[config.mk]
export PLATFORM = sky130hd
export DESIGN_NAME = register_file
export DESIGN_NICKNAME = d
export VERILOG_FILES = /design/src/rtl/register_file.sv
export SDC_FILE = /design/constraint.sdc
export NUM_CORES = 2
export LEC_CHECK = 0
export ABC_AREA = 1
export CAP_MARGIN = 20
export CORE_UTILIZATION = 50
export CTS_CLUSTER_SIZE = 8
export DETAILED_ROUTE_END_ITERATION = 8
export GPL_TIMING_DRIVEN = 1
export PLACE_DENSITY = 0.72
export SYNTH_ARGS = -nofsm -noshare
export SYNTH_HDL_FRONTEND = slang
export SYNTH_SLANG_ARGS = --single-unit
[constraint.sdc]
create_clock -name clk_in -period 65.3 [get_ports clk_in]
set_input_delay 13.06 -clock clk_in [delete_from_list [all_inputs] [get_ports clk_in]]
set_output_delay 13.06 -clock clk_in [all_outputs]
set_load 0.01 [all_outputs]
[src/rtl/register_file.sv]
// register_file -- architectural register file with ROB rename tags.
//
// Holds one committed 32-bit value and one pending-producer ROB tag per
// architectural register. Tag 0 means "no pending producer" (value valid).
//
// Ports:
//   clk_in            rising-edge clock
//   rst_in            asynchronous active-high reset (clears values and tags)
//   rdy_in            global enable; all state holds while low
//   clr_in            misprediction flush: clears every tag, keeps values
//   dc_rename_valid   decode renames dc_rename_rd to ROB tag dc_rename_index
//   dc_rename_rd      destination register of the renaming instruction
//   dc_rename_index   new ROB tag for that destination
//   dc_rs1, dc_rs2    combinational source register queries
//   reg_rs1_val/_dep  value and pending tag for dc_rs1 (dep 0 => value valid)
//   reg_rs2_val/_dep  value and pending tag for dc_rs2
//   rob_commit        commit strobe from the ROB
//   rob_commit_rd     committed destination register
//   rob_commit_index  ROB tag of the committing instruction
//   rob_commit_val    committed result
//   reg_pending_cnt   number of registers x1.. with a nonzero tag
module register_file #(
  parameter int REG_NUM         = 32,
  parameter int ROB_INDEX_WIDTH = 4
) (
  input  logic                       clk_in,
  input  logic                       rst_in,
  input  logic                       rdy_in,
  input  logic                       clr_in,
  input  logic                       dc_rename_valid,
  input  logic [4:0]                 dc_rename_rd,
  input  logic [ROB_INDEX_WIDTH-1:0] dc_rename_index,
  input  logic [4:0]                 dc_rs1,
  input  logic [4:0]                 dc_rs2,
  output logic [31:0]                reg_rs1_val,
  output logic [31:0]                reg_rs2_val,
  output logic [ROB_INDEX_WIDTH-1:0] reg_rs1_dep,
  output logic [ROB_INDEX_WIDTH-1:0] reg_rs2_dep,
  input  logic                       rob_commit,
  input  logic [4:0]                 rob_commit_rd,
  input  logic [ROB_INDEX_WIDTH-1:0] rob_commit_index,
  input  logic [31:0]                rob_commit_val,
  output logic [5:0]                 reg_pending_cnt
);

  logic [31:0]                val [REG_NUM];
  logic [ROB_INDEX_WIDTH-1:0] tag [REG_NUM];

  // x0 is hardwired and registers beyond REG_NUM do not exist.
  function automatic logic writable(input logic [4:0] r);
    return (r != 5'd0) && (int'(r) < REG_NUM);
  endfunction

  logic commit_ok;
  logic rename_ok;

  assign commit_ok = rob_commit && writable(rob_commit_rd);
  assign rename_ok = dc_rename_valid && writable(dc_rename_rd) && !clr_in;

  // ---------------------------------------------------------------------
  // Query path: zero-latency read with same-cycle commit forwarding.
  // Renames issued this cycle are not visible until the next edge.
  // ---------------------------------------------------------------------
  logic [4:0]                 qry_rs  [2];
  logic [31:0]                qry_val [2];
  logic [ROB_INDEX_WIDTH-1:0] qry_dep [2];

  always_comb begin
    qry_rs[0] = dc_rs1;
    qry_rs[1] = dc_rs2;
    for (int unsigned p = 0; p < 2; p++) begin
      qry_val[p] = '0;
      qry_dep[p] = '0;
      if (writable(qry_rs[p])) begin
        // Forward only when the committing tag is still the live mapping;
        // a stale commit must not hide a newer pending producer.
        if (commit_ok && (rob_commit_rd == qry_rs[p]) &&
            (tag[qry_rs[p]] == rob_commit_index)) begin
          qry_val[p] = rob_commit_val;
          qry_dep[p] = '0;
        end else begin
          qry_val[p] = val[qry_rs[p]];
          qry_dep[p] = tag[qry_rs[p]];
        end
      end
    end
  end

  assign reg_rs1_val = qry_val[0];
  assign reg_rs1_dep = qry_dep[0];
  assign reg_rs2_val = qry_val[1];
  assign reg_rs2_dep = qry_dep[1];

  // ---------------------------------------------------------------------
  // Pending-producer count over x1..x(REG_NUM-1).
  // ---------------------------------------------------------------------
  always_comb begin
    reg_pending_cnt = '0;
    for (int unsigned i = 1; i < 32'(REG_NUM); i++) begin
      if (tag[i] != '0) reg_pending_cnt = reg_pending_cnt + 6'd1;
    end
  end

  // ---------------------------------------------------------------------
  // State update. Statement order encodes priority: the tag clear from a
  // commit is overridden by a flush, and a same-cycle rename of the same rd
  // overrides the commit's clear. Value writes from commits always happen.
  // ---------------------------------------------------------------------
  always_ff @(posedge clk_in or posedge rst_in) begin
    if (rst_in) begin
      for (int unsigned i = 0; i < 32'(REG_NUM); i++) begin
        val[i] <= '0;
        tag[i] <= '0;
      end
    end else if (rdy_in) begin
      if (commit_ok) begin
        val[rob_commit_rd] <= rob_commit_val;
        if (tag[rob_commit_rd] == rob_commit_index) begin
          tag[rob_commit_rd] <= '0;
        end
      end
      if (clr_in) begin
        for (int unsigned i = 0; i < 32'(REG_NUM); i++) begin
          tag[i] <= '0;
        end
      end else if (rename_ok) begin
        tag[dc_rename_rd] <= dc_rename_index;
      end
    end
  end

endmodule

==> impl_metrics.json <==
{
  "r2r_start": "tag[7]$_DFFE_PP0P_",
  "p_sw_uw": 628,
  "power.share.clock": 0.382,
  "detail-route-antenna-nets": 0,
  "tightest_slew_ns": 1.40,
  "synth-async-reset-ratio": 1.00,
  "num_vias": 73600,
  "yosysWarnings": 0,
  "root_buffer": "clkbuf_16",
  "power_mw": 2.01,
  "totalWireLength_um": 279000,
  "cts_resized": 0,
  "synth_cell_type_count": 46,
  "clock.fmax_mhz": 31.3,
  "rsz0062_at_grt": "no",
  "hold_depth": 0,
  "drive_above_1_share": 0.0525,
  "post_drt_wl_per_cell_um": 24.9,
  "grt_pass1_vias": 67800,
  "clockBufferDepth": 3,
  "grt-ovfl-total": 0,
  "whs_endpoint": "val[1017]$_DFFE_PP0P_",
  "outcome": "finished, violations left",
  "worstPathRequired_ns": 52.24,
  "combPwrFrac": 0.183,
  "synth.area.top_cells": "dfrtp_1, o21ai_0, nand2_1",
  "vdd_ir_drop_max_mv": 0.0284,
  "failed_checks": "DRC",
  "drv_slew": 0,
  "rows": 136,
  "cp-start-kind": "primary input",
  "r2r_end": "tag[49]$_DFFE_PP0P_",
  "design.die.area_mm2": 0.140,
  "cts.clk_slew.worst_paths_ns": 0.04,
  "start_util": 0.505,
  "io-pin-count": 144,
  "cp.arrival_ns": 18.89,
  "synth-edff-count": 0,
  "crit_path_max_fanout": 125,
  "synth_fp_nets": 9874,
  "core_mm2": 0.138,
  "grt_pass1_wl_um": 419000,
  "dp_hpwl_um": 156000,
  "yosys.area.top_type": "dfrtp_1",
  "seqPwrFrac": 0.435,
  "grt_usage": 0.388,
  "synthFlopType": "dfrtp_1",
  "ys_seq_area_frac": 0.415,
  "tns_ns": 0,
  "min_period_ns": 31.95,
  "p_int_mw": 1.38,
  "cts_num_sinks": 1152,
  "dieWidth_um": 375,
  "hold_ws_ns": 0.372,
  "io_buffers": 143,
  "viasPerCell": 6.58,
  "crit_type": "in -> out",
  "worstHoldStart": "val[1017]$_DFFE_PP0P_",
  "h-tree-depth": 4,
  "setup_viol": 0,
  "avgSynthCellArea_um2": 7.10,
  "drt_iter0_markers": 11700,
  "first_pass_iters": 9,
  "skew_ns": 0.0188,
  "endpoint_kind": "output pin",
  "dieHeight_um": 375,
  "syn-instance-count": 9778,
  "maxCapViolations": 0,
  "reg2regPathDepth": 12,
  "clkLatencyLatePin_ns": 0.80,
  "fin_nets": 9462,
  "cts_buffers": 162,
  "power_density_mw_per_mm2": 26.5,
  "worst_hold_path_type": "reg -> reg",
  "drcViolationCount": 1,
  "netlist.area_leader.share": 0.415,
  "cts_tree": "yes",
  "max-slew-margin-rel": 0.0680,
  "p_leak_nw": 33.1,
  "fin_crit_sh": 0.489,
  "area_growth_pct": 9.06,
  "final-hold-violation-count": 0,
  "antenna_found_initial": 24,
  "syn_area_mm2": 0.0695,
  "grt_max_degree": 227,
  "cts_hold_buf": 0,
  "cts_setup_buffers": 0,
  "gp_congestion": 0.944,
  "rrSetupSlack_ns": 61.69,
  "switching_share": 0.313,
  "synth_seq_cells": 1152
}
==> state kept, by name (all words and copies together) (netlist names) <==
signal,count
tag,128
val,1024
==> routing by layer <==
layer	track usage	up-vias	wire, µm
li1	-	32700	-
met1	0.505	34300	104000
met2	0.560	5411	116000
met3	0.113	1206	38500
met4	0.259	22	20100
met5	0	-	148
==> logic make-up (layout without fill, tap and decap cells) <==
family,Yosys count,in the layout,synth area share
flip-flops,1152,1152,0.415
AO/OA/AOI/OAI,3567,3567,0.285
buffers and inverters,1607,1212,0.0868
AND/OR/NAND/NOR,3400,3400,0.205
adder cells (fa/ha/maj),30,30,0.00540
XOR/XNOR,22,22,0.00277
other,0,13,0
==> cell type report <==
type / instances / area, µm²
Clock inverter: 11 / 139
Timing Repair Buffer: 293 / 2620
Antenna cell: 13 / 32.5
Inverter: 738 / 2810
Multi-Input combinational cell: 7019 / 34900
Fill cell: 12800 / 61900
Clock buffer: 170 / 4210
Sequential cell: 1152 / 28800
Tap cell: 1794 / 2240
==> critical path: stages <==
cell and delay, ns:
buf_8 0.53, buf_4 0.96, buf_4 0.35, buf_16 0.34
buf_4 0.74, buf_4 0.57, nand2_1 0.10, nand2_1 0.09
a21oi_1 0.05, o311ai_0 0.39, nand3_1 0.20, a31oi_1 0.57
clkdlybuf4s50_1 0.69
==> worst max-delay path by stage <==
stage                    from                  to
finish              dc_rs1[0]     reg_rs1_val[25]
global placement    dc_rs1[0]     reg_rs1_val[18]
floorplan              rst_in  tag[0]$_DFFE_PP0P_
CTS                 dc_rs1[0]     reg_rs1_val[18]
global route        dc_rs1[0]     reg_rs1_val[25]
detailed placement  dc_rs1[0]     reg_rs1_val[18]
==> cells in the final DEF (no fill, tap or decap), types with 7 or more instances in the layout <==
cell type,instances
a211oi_1,62
a21oi_1,1209
a221oi_1,53
a22oi_1,29
a311oi_1,26
a31oi_1,149
buf_2,16
buf_4,129
clkbuf_16,168
clkdlybuf4s50_1,132
clkinv_1,8
dfrtp_1,1152
diode_2,13
ha_1,30
inv_1,711
inv_2,11
nand2_1,1980
nand2_2,46
nand2_4,27
nand3_1,599
nand3_2,21
nand3b_1,10
nand4_1,20
nor2_1,536
nor3_1,91
nor3_2,13
nor4_1,25
o211ai_1,33
o21ai_0,1566
o21ai_1,11
o22ai_1,190
o311ai_0,212
o311ai_1,10
or2_2,14
xnor2_1,7
xor2_1,15
==> power by group through the flow <==
stage	combinational, mW	sequential [mW]	clock (mW)
3_5_place_dp	0.356	0.880	0
5_1_grt	0.409	0.883	0.797
2_1_floorplan	0.251	0.868	0
4_1_cts	0.358	0.870	0.768
3_3_place_gp	0.345	0.877	0
6_report	0.368	0.874	0.767
==> synthesized netlist by cell type (2+ instances only) <==
| library cell | instances |
|---|---|
| a211oi_1 | 62 |
| nand3b_1 | 10 |
| a22oi_1 | 29 |
| inv_2 | 9 |
| o21ai_0 | 1566 |
| a31oi_1 | 149 |
| nand3_2 | 21 |
| and2_1 | 2 |
| nand2_2 | 45 |
| o21ai_1 | 11 |
| xnor2_1 | 7 |
| a221oi_1 | 53 |
| clkinv_1 | 10 |
| buf_1 | 77 |
| nand4_1 | 20 |
| nor2_4 | 3 |
| nor4_1 | 25 |
| o22ai_1 | 190 |
| nand2_4 | 8 |
| dfrtp_1 | 1152 |
| a21oi_1 | 1209 |
| nor3_1 | 102 |
| a221o_1 | 6 |
| o311ai_0 | 222 |
| ha_1 | 30 |
| o221ai_1 | 2 |
| xor2_1 | 15 |
| nor3_2 | 2 |
| clkbuf_1 | 792 |
| inv_1 | 719 |
| nor4_4 | 2 |
| a311oi_1 | 26 |
| or2_2 | 14 |
| o211ai_1 | 33 |
| nand3_1 | 604 |
| a32oi_1 | 6 |
| nor2_1 | 536 |
| o31ai_1 | 2 |
| nand2_1 | 2000 |
==> metrics by stage <==
step	cells	utilization	instance area [µm²]	worst slack, ns
global route	11200	0.550	75700	33.09
global placement	11000	0.517	71200	33.23
finish	11200	0.550	75800	33.35
detailed placement	11000	0.518	71300	33.30
floorplan	9778	-	69500	19.79
CTS	11200	0.549	75600	33.28
Note: power is estimated with default switching activity, not from simulation.
